## src/rtl/ctrl_pkg.sv

```systemverilog
// rtl/ctrl_pkg.sv - opcode/ALUOp encodings and the per-stage control bundle shared by the pipeline control unit.
package ctrl_pkg;

  localparam logic [3:0] OP_SW   = 4'b0000;
  localparam logic [3:0] OP_ADD  = 4'b0001;
  localparam logic [3:0] OP_LW   = 4'b0010;
  localparam logic [3:0] OP_OR   = 4'b0011;
  localparam logic [3:0] OP_SUBI = 4'b0111;
  localparam logic [3:0] OP_NAND = 4'b1111;

  localparam logic [1:0] ALU_ADD  = 2'b00;
  localparam logic [1:0] ALU_OR   = 2'b01;
  localparam logic [1:0] ALU_SUB  = 2'b10;
  localparam logic [1:0] ALU_NAND = 2'b11;

  typedef struct packed {
    logic       alusrc;
    logic [1:0] aluop;
    logic       mr;
    logic       mw;
    logic       mreg;
    logic       enrw;
    logic       valid;
  } ctrl_bundle_t;

  localparam ctrl_bundle_t BUBBLE = '0;

endpackage

```

## src/rtl/ctrl_decode.sv

```systemverilog
// rtl/ctrl_decode.sv - combinational ID-stage decode of opcode into a control bundle plus rt-read and legality flags.
module ctrl_decode
  import ctrl_pkg::*;
#(
  parameter int OPCODE_W = 4
) (
  input  logic [OPCODE_W-1:0] opcode,
  input  logic                id_valid,
  output ctrl_bundle_t        bundle,
  output logic                uses_rt,
  output logic                is_legal
);

  ctrl_bundle_t dec;

  always_comb begin
    dec      = BUBBLE;
    uses_rt  = 1'b0;
    is_legal = 1'b1;
    case (opcode)
      OPCODE_W'(OP_SW): begin
        dec.alusrc = 1'b1; dec.aluop = ALU_ADD; dec.mw = 1'b1; dec.valid = 1'b1;
        uses_rt    = 1'b1;
      end
      OPCODE_W'(OP_ADD): begin
        dec.aluop = ALU_ADD; dec.enrw = 1'b1; dec.valid = 1'b1;
        uses_rt   = 1'b1;
      end
      OPCODE_W'(OP_LW): begin
        dec.alusrc = 1'b1; dec.aluop = ALU_ADD; dec.mr = 1'b1;
        dec.mreg   = 1'b1; dec.enrw = 1'b1; dec.valid = 1'b1;
      end
      OPCODE_W'(OP_OR): begin
        dec.aluop = ALU_OR; dec.enrw = 1'b1; dec.valid = 1'b1;
        uses_rt   = 1'b1;
      end
      OPCODE_W'(OP_SUBI): begin
        dec.alusrc = 1'b1; dec.aluop = ALU_SUB; dec.enrw = 1'b1; dec.valid = 1'b1;
      end
      OPCODE_W'(OP_NAND): begin
        dec.aluop = ALU_NAND; dec.enrw = 1'b1; dec.valid = 1'b1;
        uses_rt   = 1'b1;
      end
      default: is_legal = 1'b0;
    endcase
  end

  assign bundle = id_valid ? dec : BUBBLE;

endmodule

```

## src/rtl/pipe_ctrl_unit.sv

```systemverilog
// rtl/pipe_ctrl_unit.sv - ID/EX, EX/MEM, MEM/WB control registers with load-use stall, flush and freeze.
// CTRL_ILLEGAL_TRAP_EN adds the sticky illegal flag and saturating illegal_cnt (and the CNT_W parameter).
module pipe_ctrl_unit
  import ctrl_pkg::*;
#(
  parameter int OPCODE_W = 4,
  parameter int REG_W    = 3,
  parameter int ALUOP_W  = 2
`ifdef CTRL_ILLEGAL_TRAP_EN
  ,
  parameter int CNT_W    = 8
`endif
) (
  input  logic                clk,
  input  logic                rst_n,
  input  logic [OPCODE_W-1:0] opcode,
  input  logic                id_valid,
  input  logic [REG_W-1:0]    id_rs,
  input  logic [REG_W-1:0]    id_rt,
  input  logic [REG_W-1:0]    id_rd,
  input  logic                ST,
  input  logic                flush,
  output logic                ex_alusrc,
  output logic [ALUOP_W-1:0]  ex_aluop,
  output logic                mem_mr,
  output logic                mem_mw,
  output logic                wb_mreg,
  output logic                wb_enrw,
  output logic [REG_W-1:0]    wb_rd,
  output logic                en_im,
  output logic                hazard_stall
`ifdef CTRL_ILLEGAL_TRAP_EN
  ,
  output logic                illegal,
  output logic [CNT_W-1:0]    illegal_cnt
`endif
);

  ctrl_bundle_t     dec, id_next, ex_q, mem_q, wb_q;
  logic [REG_W-1:0] id_next_rd, ex_rd, mem_rd, wb_rd_q;
  logic             uses_rt, is_legal, reads_regs, load_use, advance;

  ctrl_decode #(.OPCODE_W(OPCODE_W)) u_decode (
    .opcode   (opcode),
    .id_valid (id_valid),
    .bundle   (dec),
    .uses_rt  (uses_rt),
    .is_legal (is_legal)
  );

  // Every legal instruction reads rs; only the R-type ops and SW also read rt.
  assign reads_regs = id_valid && is_legal;
  assign load_use   = ex_q.valid && ex_q.mr && (ex_rd != '0) && reads_regs &&
                      ((ex_rd == id_rs) || (uses_rt && (ex_rd == id_rt)));

  always_comb begin
    en_im        = 1'b1;
    hazard_stall = 1'b0;
    advance      = 1'b1;
    id_next      = dec;
    id_next_rd   = dec.valid ? id_rd : '0;
    if (ST) begin
      en_im   = 1'b0;
      advance = 1'b0;
    end else if (flush) begin
      id_next    = BUBBLE;
      id_next_rd = '0;
    end else if (load_use) begin
      en_im        = 1'b0;
      hazard_stall = 1'b1;
      id_next      = BUBBLE;
      id_next_rd   = '0;
    end
  end

  always_ff @(posedge clk or negedge rst_n) begin
    if (!rst_n) begin
      ex_q    <= BUBBLE;
      mem_q   <= BUBBLE;
      wb_q    <= BUBBLE;
      ex_rd   <= '0;
      mem_rd  <= '0;
      wb_rd_q <= '0;
    end else if (advance) begin
      ex_q    <= id_next;
      mem_q   <= ex_q;
      wb_q    <= mem_q;
      ex_rd   <= id_next_rd;
      mem_rd  <= ex_rd;
      wb_rd_q <= mem_rd;
    end
  end

  assign ex_alusrc = ex_q.alusrc;
  assign ex_aluop  = ALUOP_W'(ex_q.aluop);
  assign mem_mr    = mem_q.mr;
  assign mem_mw    = mem_q.mw;
  assign wb_mreg   = wb_q.mreg;
  assign wb_enrw   = wb_q.enrw;
  assign wb_rd     = wb_rd_q;

`ifdef CTRL_ILLEGAL_TRAP_EN
  logic trap;
  assign trap = id_valid && !is_legal && !flush && !ST;

  always_ff @(posedge clk or negedge rst_n) begin
    if (!rst_n) begin
      illegal     <= 1'b0;
      illegal_cnt <= '0;
    end else if (trap) begin
      illegal <= 1'b1;
      if (illegal_cnt != '1) illegal_cnt <= illegal_cnt + 1'b1;
    end
  end
`endif

endmodule
```

## config.mk

```make
export PLATFORM = sky130hd
export DESIGN_NAME = pipe_ctrl_unit
export DESIGN_NICKNAME = d
export VERILOG_FILES = /design/src/rtl/ctrl_pkg.sv /design/src/rtl/ctrl_decode.sv /design/src/rtl/pipe_ctrl_unit.sv
export SDC_FILE = /design/constraint.sdc
export NUM_CORES = 1
export LEC_CHECK = 0
export ABC_AREA = 1
export ABC_CLOCK_PERIOD_IN_PS = 3800
export CAP_MARGIN = 20
export CORE_MARGIN = 2
export CORE_UTILIZATION = 65
export DETAILED_ROUTE_END_ITERATION = 7
export DONT_BUFFER_PORTS = 1
export PLACE_DENSITY_LB_ADDON = 0.1
export REMOVE_ABC_BUFFERS = 1
export SETUP_SLACK_MARGIN = 0.15
export SLEW_MARGIN = 40
export SYNTH_ARGS = -nofsm -noshare
export SYNTH_HDL_FRONTEND = slang
export SYNTH_SLANG_ARGS = --single-unit
```

## constraint.sdc

```tcl
create_clock -name clk -period 3.8 [get_ports clk]
set_clock_uncertainty 0.15 [all_clocks]
set_input_delay 0.76 -clock clk [delete_from_list [all_inputs] [get_ports clk]]
set_output_delay 0.76 -clock clk [all_outputs]
set_load 0.005 [all_outputs]
```

# --- Yosys cells after proc, flatten, opt, wreduce, memory -nomap -nowiden ---
# Cells that the tools add are included.
totals:
  output_inout_bits: 12
  elab_cells: 55
  register_bits: 23
op_classes:
  reduce_logical: 13
  muxes: 19
  n_eq_ne: 7
ops:
  columns: ["op", "n"]
  rows:
  - ["2-to-1 mux 8 bit", 3]
  - ["2-to-1 mux 1 bit", 12]
  - ["2-to-1 mux 3 bit", 3]
  - ["equality test 4 x 2 -> 1 bit (second input constant)", 2]
  - ["equality test 3 bit", 2]
  - ["logical AND 1 bit", 6]
  - ["case mux 2 bit (3 select lines)", 1]
  - ["OR reduction 6 bit", 1]
  - ["OR reduction 5 bit", 1]
  - ["equality test 4 x 1 -> 1 bit (second input constant)", 1]
  - ["equality test 4 x 3 -> 1 bit (second input constant)", 1]
  - ["equality test 4 bit (second input constant)", 1]
  - ["logical NOT 4 bit", 1]
  - ["OR reduction 4 bit", 1]
  - ["nonzero test 3 bit", 1]
  - ["OR reduction 3 bit", 1]
  - ["logical OR 1 bit", 1]

# --- Logic depth before layout (Yosys ltp) ---
# Gate-level depths: netlist of the first run.
depth:
  word_depth: 9
  depth_mapped: 9
  ltp_nobuf: 9

# --- Hierarchy ---
# A second synthesis of the first run with hierarchy kept.
hier_totals:
  cells_unflattened: 171
  area_unflattened_um2: 1236.2
by_module_without_submodules:
  columns: ["module", "cells_per_inst", "instances", "area_each_um2"]
  rows:
  - ["pipe_ctrl_unit", 142, 1, 1103.6]
  - ["ctrl_decode", 29, 1, 132.6]

# --- Least setup slack after synthesis of the first run ---
# No wires, ideal clock.
synth_path:
  kind: "input to output"
  startpoint: "input opcode[3]"
  endpoint: "output en_im"
  stages: 8
  t_arrival_ns: 1.432
  path_slack_ns: 1.458
  path_cell_list: "nor2_2 inv_1 nand2_2 nand2_2 nor2_4 nand2_4 o21ai_2 inv_1"
synth_via:
  elab_chain_cells: 9
  word_cells_on_any_way: 18
synth_lines:
  columns: ["element", "line", "rtl"]
  rows:
  - ["start: declaration", "pipe_ctrl_unit.sv:16", "input logic [OPCODE_W-1:0] opcode,"]
  - ["equality test 4 x 1 -> 1 bit, or another cell as far along", "ctrl_decode.sv:20", "case (opcode)"]
  - ["OR reduction 6 bit (no source line) or OR reduction 4 bit (tied branches)", null, null]
  - ["2-to-1 mux 1 bit", "ctrl_decode.sv:20", null]
  - ["logical AND 1 bit (on tied branches)", "pipe_ctrl_unit.sv:52, pipe_ctrl_unit.sv:54", null]
  - ["logical AND 1 bit or logical OR 1 bit (tied branches)", "pipe_ctrl_unit.sv:53, pipe_ctrl_unit.sv:54", null]
  - ["logical AND 1 bit *", "pipe_ctrl_unit.sv:53", "assign load_use = ex_q.valid && ex_q.mr && (ex_rd != '0) && reads_regs &&"]
  - ["2-to-1 mux 1 bit *", "pipe_ctrl_unit.sv:68", "end else if (load_use) begin"]
  - ["2-to-1 mux 1 bit *", "pipe_ctrl_unit.sv:65", "end else if (flush) begin"]
  - ["2-to-1 mux 1 bit *", "pipe_ctrl_unit.sv:62", "if (ST) begin"]
  - ["end: declaration", "pipe_ctrl_unit.sv:30", "output logic en_im,"]
# Every way passes the cells marked *; elsewhere a longest branch is shown, timed or not.

# --- Worst setup path in the final report of the first run ---
# Ends and elaborated chain as after synthesis.

==> impl_metrics.ini, run 1 <==
[route]
drt-total-wl_um = 1860
ant_nets = 0
dr_total_vias = 805
dr.first_iter.drc_count = 11
wl_per_cell_um = 12.6
drc = 0
drt_pass1_iterations = 4
viasPerCell = 5.48

[synth]
yosysSeqAreaShare = 0.471
syn_area_sq_um = 1120
yosysWarnings = 0
synth_flop_cell = dfrtp_1
ys_types = 21
synthCells = 132
synth_top_area_frac = 0.471
yosys.area.top_type = dfrtp_1
synth-edff-count = 0
synth_seq_cells = 21
synthArstFlopShare = 1.00
avgSynthCellArea_sq_um = 8.46
netlist_top_cells_area = dfrtp_1 (47%), nand2_1 (15%), o21ai_2 (6.3%)

[pwr]
p_switching_uw = 97.9
p_comb_frac = 0.104
power.internal_uw = 289
leakagePower_nw = 0.576
vdd_ir_drop_max_v = 0.000238
seq_power_share = 0.618
power_density_nw_per_um2 = 342
netSwitchingFraction = 0.253
clkPwrFrac = 0.278

[floorplan]
fp.dieW_um = 45.4
initial_core_util = 0.716
dieHeight_um = 45.4
die_area_sq_um = 2060
design.core.area_sq_um = 1560
rows = 14
io_pins = 30

[critical_path]
rrSetupSlack_ps = 2370
crit_path_start_kind = primary input
end_kind = output port
endpoint = en_im
critPathRequiredTime_ps = 2890
cp_max_fo = 6
crit_start = opcode[3]
crit_type = primary input to output port
crit_arrival_ps = 1510
r2r_cells = 9
rr_endpoint = ex_aluop[0]$_DFFE_PN0N_
rr_startpoint = ex_rd[0]$_DFFE_PN0N_

[placed_design]
dp_cells = 142
place_hpwl_um = 1370
dpl_cell_area_sq_um = 1100
routabilityCongestion = 0.795
placement.io_buffers = 0

[cts]
clk_latency_ps = 310
cts_hold_buf = 1
ctsResizeCount = 0
cts_made_buffers = 3
cts_setup_buffers = 0
htree_levels = 1
cts.sinks = 21
cts_buffer_depth = 2
tritoncts = done
path_clk_slew_ps = 110
clock-root-buffer = clkbuf_4

[sta]
fin_crit_sh = 0.637
setup_tns_ps = 0
setup-violations-final = 0
worst_slew_pin_slew_ps = 451
timing.final.crit_period_ps = 2420
max_freq_mhz = 413
finalHoldViolCount = 0
grt_setup_unrepaired = false
slew_viol_final = 0
slew_headroom = 0.699

[global_routing]
antenna_found_initial = 0
overflow = 0
track_usage = 0.208
grt_max_degree = 30
grt_pass1_wl_um = 3040
grt_pass1_vias = 745

[worst_hold_path]
hold_path.class = primary input to async pin

[layout]
final_area_sq_um = 1130
n_antenna_cell = 0
postLayoutCoreUtil = 0.726
layout_commonest_cell = nand2_1
instances_no_fill = 147
final_cell_mix = nand2_1 (45), dfrtp_1 (21), inv_1 (12), o21ai_0 (9), o21ai_2 (8)
syn2layout_area_growth_pct = 1.46
drive_gt1_frac = 0.221
nets = 150

[flow_run]
drv_cap = 0

[run_status]
status = finished clean
==> final cells by class <==
type                    count  area [sq um]
flip-flops and latches     21           526
multi-input cells          91           503
fillers                   134           427
inverters                  14          52.6
clock buffers               4          26.3
well taps                  16          20.0
repair buffers              1          5.00
==> power groups by stage <==
stage	registers, mW	logic [mW]	clock network (mW)
6_report	0.239	0.0401	0.107
5_1_grt	0.240	0.0464	0.119
4_1_cts	0.239	0.0414	0.109
3_5_place_dp	0.244	0.0361	0
3_3_place_gp	0.243	0.0350	0
2_1_floorplan	0.243	0.0311	0
==> metal layers <==
layer	GRT usage	vias up	routed length, um
met1	0.258	371	834
met5	0	-	0
met3	0.0437	3	72
met2	0.341	24	916
met4	0.106	0	32
li1	-	407	-
==> synth_stat cells, types with 2 or more instances <==
cell type   n
o21ai_0     9
inv_1      12
nand2_1    45
inv_2       2
nor2_1      4
buf_4       2
nor2_2      2
xnor2_1     4
nand3_1     4
buf_2       4
nand2_2     4
o21ai_2     8
dfrtp_1    21
nand3_2     2
nand2_4     3
==> critical path: stages <==
cell and delay [ps]:
nor2_2 150, inv_1 80, nand2_2 70, nand2_2 70
nor2_4 100, nand2_4 100, o21ai_2 110, inv_1 60
==> worst min path at each step <==
stage	end	from	slack (ps)
2_1_floorplan	mem_mw$_DFFE_PN0N_	ex_q[3]$_DFFE_PN0N_	290
3_3_place_gp	wb_rd[0]$_DFFE_PN0N_	mem_rd[0]$_DFFE_PN0N_	300
3_5_place_dp	wb_rd[1]$_DFFE_PN0N_	mem_rd[1]$_DFFE_PN0N_	300
4_1_cts	wb_rd[1]$_DFFE_PN0N_	mem_rd[1]$_DFFE_PN0N_	330
5_1_grt	wb_mreg$_DFFE_PN0N_	rst_n	250
6_report	ex_aluop[1]$_DFFE_PN0N_	rst_n	230
==> metrics by stage <==
stage / total power, mW / setup slack (ps) / hold slack (ps)
2_1_floorplan: 0.274 / 1460 / 292
5_1_grt: 0.405 / 1290 / 250
3_5_place_dp: 0.280 / 1380 / 303
3_3_place_gp: 0.278 / 1420 / 302
6_report: 0.387 / 1380 / 231
4_1_cts: 0.390 / 1370 / 331
==> flip-flops by register name (all words and copies together) (netlist names) <==
name	count
wb_rd	3
wb_enrw	1
mem_mr	1
ex_q	4
mem_mw	1
ex_aluop	2
mem_q	1
ex_rd	3
mem_rd	3
wb_mreg	1
ex_alusrc	1
==> logic make-up after synthesis <==
kind of cell           Yosys count  share of synthesized area
buffers and inverters           20                     0.0785
XOR/XNOR                         4                     0.0314
flip-flops                      21                      0.471
AND/OR/NAND/NOR                 67                      0.295
AO/OA/AOI/OAI                   20                      0.124
Power figures use the tool's default switching activity.
==> run 2: changes to the inputs <==
Settings changed: ABC_CLOCK_PERIOD_IN_PS 3800 to 2310, CORE_UTILIZATION 65 to 60.
Clock period 3.8 ns to 2.31 ns, I/O delays scaled along.
==> run 2 against run 1 <==
  * Non-clock buffer count up 2
  * Clock-buffer cell count down 1
  * Via count down 1.1%
  * Setup slack worse by 1100 ps
  * Sequential power up 65%
  * Critical path depth down 1
  * Utilization down 5.8 points
  * Clock power up 69%
  * Worst hold slack worse by 150 ps
  * Sequential cell count unchanged
  * Combinational power up 73%
==> impl_metrics.ini, run 2 (synthesis gave the netlist of run 1 again) <==
[run_status]
status = finished clean

[critical_path]
end_kind = output port
crit_path_start_kind = flop
crit_arrival_ps = 1450
crit_type = flop to output port
cp_max_fo = 6
critPathRequiredTime_ps = 1700

[layout]
final_cell_mix = nand2_1 (45), dfrtp_1 (21), inv_1 (12), o21ai_0 (9), o21ai_2 (8)
fillers = 161
nets = 152
layout_commonest_cell = nand2_1
n_antenna_cell = 0
postLayoutCoreUtil = 0.669
syn2layout_area_growth_pct = 4.60
largest_register = ex_q
drive_gt1_frac = 0.241
regArea_sq_um = 526
largest_reg_flops = 4
instances_no_fill = 158
multi_input_area_sq_um = 505

[global_routing]
track_usage = 0.184
grt_max_degree = 30
grt_pass1_vias = 671
grt_pass1_wl_um = 2810
overflow = 0
antenna_found_initial = 0

[route]
dr.first_iter.drc_count = 17
ant_nets = 0
drt_pass1_iterations = 4
drt-total-wl_um = 1840
wl_per_cell_um = 11.6
dr_total_vias = 796
drc = 0
viasPerCell = 5.04

[sta]
slew_viol_final = 0
slew_headroom = 0.695
fin_crit_sh = 0.891
timing.final.crit_period_ps = 2060
setup_tns_ps = 0
worst_slew_pin_slew_ps = 457
finalHoldViolCount = 0
setup-violations-final = 0
max_freq_mhz = 486
grt_setup_unrepaired = false

[floorplan]
initial_core_util = 0.639
fp.dieW_um = 47.1
io_pins = 30
design.core.area_sq_um = 1750
rows = 15
die_area_sq_um = 2220
dieHeight_um = 47.1

[cts]
clk_latency_ps = 300
path_clk_slew_ps = 120
htree_levels = 1
clock-root-buffer = clkbuf_4
tritoncts = done
cts.sinks = 21
cts_buffer_depth = 2
cts_made_buffers = 3

[pwr]
power_density_nw_per_um2 = 551
leakagePower_nw = 0.584
seq_power_share = 0.612
p_comb_frac = 0.108
vdd_ir_drop_max_v = 0.000566
clkPwrFrac = 0.280
power.internal_uw = 476
netSwitchingFraction = 0.260
p_switching_uw = 168

[placed_design]
place_hpwl_um = 1410
dp_cells = 152
routabilityCongestion = 0.787
placement.io_buffers = 0

[flow_run]
drv_cap = 0

[worst_hold_path]
hold_path.class = primary input to flop
[run 2: routing by layer]
layer / wire length [um] / global-route usage / vias to the layer above
met5: 0 / 0 / -
met4: 14 / 0.0500 / 0
met3: 102 / 0.0577 / 2
met2: 851 / 0.301 / 21
met1: 867 / 0.237 / 359
li1: - / - / 414
[run 2: final timing paths]
check / endpoint / startpoint / cells after the start / slack, ps
max in group asynchronous: ex_rd[0]$_DFFE_PN0N_ / rst_n / 2 / 1220
worst max register to register: ex_aluop[0]$_DFFE_PN0N_ / ex_rd[2]$_DFFE_PN0N_ / 7 / 930
worst max-delay path: en_im / ex_rd[2]$_DFFE_PN0N_ / 7 / 250
min in group asynchronous: mem_mr$_DFFE_PN0N_ / rst_n / 2 / 480
worst min-delay path: ex_q[0]$_DFFE_PN0N_ / ST / 1 / 80
worst min register to register: wb_rd[1]$_DFFE_PN0N_ / mem_rd[1]$_DFFE_PN0N_ / 2 / 340
[run 2: final cells by class]
type,count,area share
Clock buffer,3,0.0193
Clock inverter,1,0.00643
Inverter,14,0.0450
Multi-Input combinational cell,91,0.433
Sequential cell,21,0.450
Tap cell,25,0.0268
Timing Repair Buffer,3,0.0193
[run 2: timing repair]
item	4_1_cts	5_1_grt
endpoints found under the setup margin	0	2
setup buffers	0	0
endpoints found under the hold margin	21	21
hold buffers	1	1
gates resized for setup	0	1
[run 2: per-stage QoR]
stage | power, mW | hold WS, ps | setup slack (ps) | cell area, sq um
finish | 0.644 | 81.7 | 252 | 1170
global route | 0.678 | 76.6 | 152 | 1170
CTS | 0.652 | 71.3 | 205 | 1160
detailed placement | 0.462 | 16.8 | 500 | 1120
global placement | 0.460 | 16.8 | 533 | 1120
floorplan | 0.450 | 16.4 | 564 | 1080
[run 2: power by group through the flow]
stage | combinational [mW] | sequential (mW) | clock (mW)
finish | 0.0695 | 0.394 | 0.181
CTS | 0.0694 | 0.394 | 0.188
global placement | 0.0592 | 0.401 | 0
detailed placement | 0.0607 | 0.401 | 0
floorplan | 0.0512 | 0.399 | 0
global route | 0.0798 | 0.396 | 0.201
[run 2: worst max-delay path, stage by stage, from the launching register on]
cell and delay [ps]:
dfrtp_1 440, inv_1 70, nand3_1 90, nand3_1 120, nor2_4 150, nand2_4 100, o21ai_2 120, inv_1 60
==> run 3: changes to the inputs <==
Settings changed: GPL_ROUTABILITY_DRIVEN from default to 0, SKIP_CTS_REPAIR_TIMING from default to 1.
==> run 3 against run 2 <==
  * Maximum frequency barely moved
  * Routed wire length shrank 0.27%
  * Register-to-register slack hardly changed
  * Utilization down 0.29 points
  * Non-clock buffer count is 1 lower
  * Via count down 0.50%
  * Setup slack better by 1.9 ps
  * First-iteration DRC count is the same
  * Combinational power shrank 1%
  * Worst hold slack worse by 1.3 ps
  * Die area stayed put
  * Sequential cell count is the same
  * Largest cell class unchanged
  * Largest power group unchanged
==> impl_metrics.ini, run 3 (synthesis gave the netlist of run 1 again) <==
[run_status]
status = finished clean

[critical_path]
crit_arrival_ps = 1440
end_kind = output port
rr_endpoint = ex_aluop[0]$_DFFE_PN0N_
cp_cell_sequence = inv_1 > nand3_1 > nand3_1 > nor2_4 > nand2_4 > o21ai_2 > inv_1
cp_max_fo = 6
critPathRequiredTime_ps = 1700
rrSetupSlack_ps = 930
critPathMaxStageDelay_ps = 440
r2r_cells = 7
crit_type = flop to output port
rr_startpoint = ex_rd[2]$_DFFE_PN0N_
crit_path_start_kind = flop
crit_slowest_cell = dfrtp_1

[placed_design]
dp_cells = 152
place_hpwl_um = 1410
placement.io_buffers = 0

[sta]
setup-violations-final = 0
timing.final.crit_period_ps = 2060
slew_headroom = 0.379
max_freq_mhz = 486
worst_slew_pin_slew_ps = 928
fin_crit_sh = 0.890
grt_setup_unrepaired = false
finalHoldViolCount = 0
slew_viol_final = 0
setup_tns_ps = 0

[layout]
largest_register = ex_q
layout_commonest_cell = nand2_1
n_antenna_cell = 0
final_cell_mix = nand2_1 (45), dfrtp_1 (21), inv_1 (12), o21ai_0 (9), o21ai_2 (8)
drive_gt1_frac = 0.235
syn2layout_area_growth_pct = 4.15
largest_reg_flops = 4
nets = 151
instances_no_fill = 157

[global_routing]
grt_pass1_wl_um = 2810
grt_pass1_vias = 678
grt_max_degree = 30
antenna_found_initial = 0
overflow = 0
track_usage = 0.184

[worst_hold_path]
min_from = ST
holdPathStages = 1
hold_path.class = primary input to flop
min_to = ex_q[0]$_DFFE_PN0N_

[pwr]
leakagePower_nw = 0.580
vdd_ir_drop_max_v = 0.000559
power_density_nw_per_um2 = 553

[cts]
clock-root-buffer = clkbuf_4
clk_latency_ps = 300
htree_levels = 1
cts_made_buffers = 3
path_clk_slew_ps = 120
cts.sinks = 21
tritoncts = done
cts_buffer_depth = 2

[route]
drc = 0
dr_total_vias = 792
ant_nets = 0
wl_per_cell_um = 11.7
drt-total-wl_um = 1830
viasPerCell = 5.04
dr.first_iter.drc_count = 17
drt_pass1_iterations = 4

[floorplan]
fp.dieW_um = 47.1
rows = 15
die_area_sq_um = 2220
initial_core_util = 0.639
design.core.area_sq_um = 1750
dieHeight_um = 47.1
io_pins = 30

[flow_run]
drv_cap = 0
-- run 3: cell count changes in the layout (fill, tap and decap cells not counted), sizes merged --
cell / before / now
buf: 2 / 1
-- run 3: layout make-up --
class / instances / area, sq um
fillers: 162 / 583
flip-flops and latches: 21 / 526
multi-input cells: 91 / 505
inverters: 14 / 52.6
well taps: 25 / 31.3
clock buffers: 3 / 22.5
repair buffers: 2 / 17.5
clock inverters: 1 / 7.51
-- run 3: per-layer routing --
layer / track usage / routed length (um) / vias to the layer above
met5: 0 / 0 / -
li1: - / - / 412
met2: 0.301 / 847 / 22
met1: 0.237 / 863 / 356
met3: 0.0577 / 105 / 2
met4: 0.0500 / 14 / 0
-- run 3: worst max-delay path: cells and delay by family (launching register included) --
kind            cells  cell delay [ps]
flops               1              440
simple gates        4              460
buf+inv             2              140
compound gates      1              110
-- run 3: worst max path at each step --
stage	from	slack, ps	cells after the start	end
finish	ex_rd[2]$_DFFE_PN0N_	250	7	en_im
global route	ex_rd[0]$_DFFE_PN0N_	150	9	en_im
CTS	ex_rd[0]$_DFFE_PN0N_	200	9	en_im
detailed placement	opcode[3]	500	8	en_im
global placement	opcode[3]	530	8	en_im
floorplan	opcode[3]	560	8	en_im
-- run 3: per-stage QoR --
| stage | worst slack (ps) | utilization | area (sq um) | hold slack (ps) | power, mW |
|---|---|---|---|---|---|
| 4_1_cts | 205 | 0.659 | 1150 | -325 | 0.643 |
| 2_1_floorplan | 564 | - | 1080 | 16.4 | 0.450 |
| 6_report | 254 | 0.666 | 1160 | 80.4 | 0.643 |
| 5_1_grt | 152 | 0.666 | 1160 | 76.6 | 0.677 |
| 3_3_place_gp | 533 | 0.642 | 1120 | 16.8 | 0.460 |
| 3_5_place_dp | 500 | 0.642 | 1120 | 16.8 | 0.462 |
-- run 3: where the power goes --
group	total (mW)	leakage (nW)	switching [mW]	internal, mW
clock network	0.181	0.0139	0.115	0.0657
registers	0.394	0.287	0.0107	0.383
logic	0.0688	0.278	0.0419	0.0268
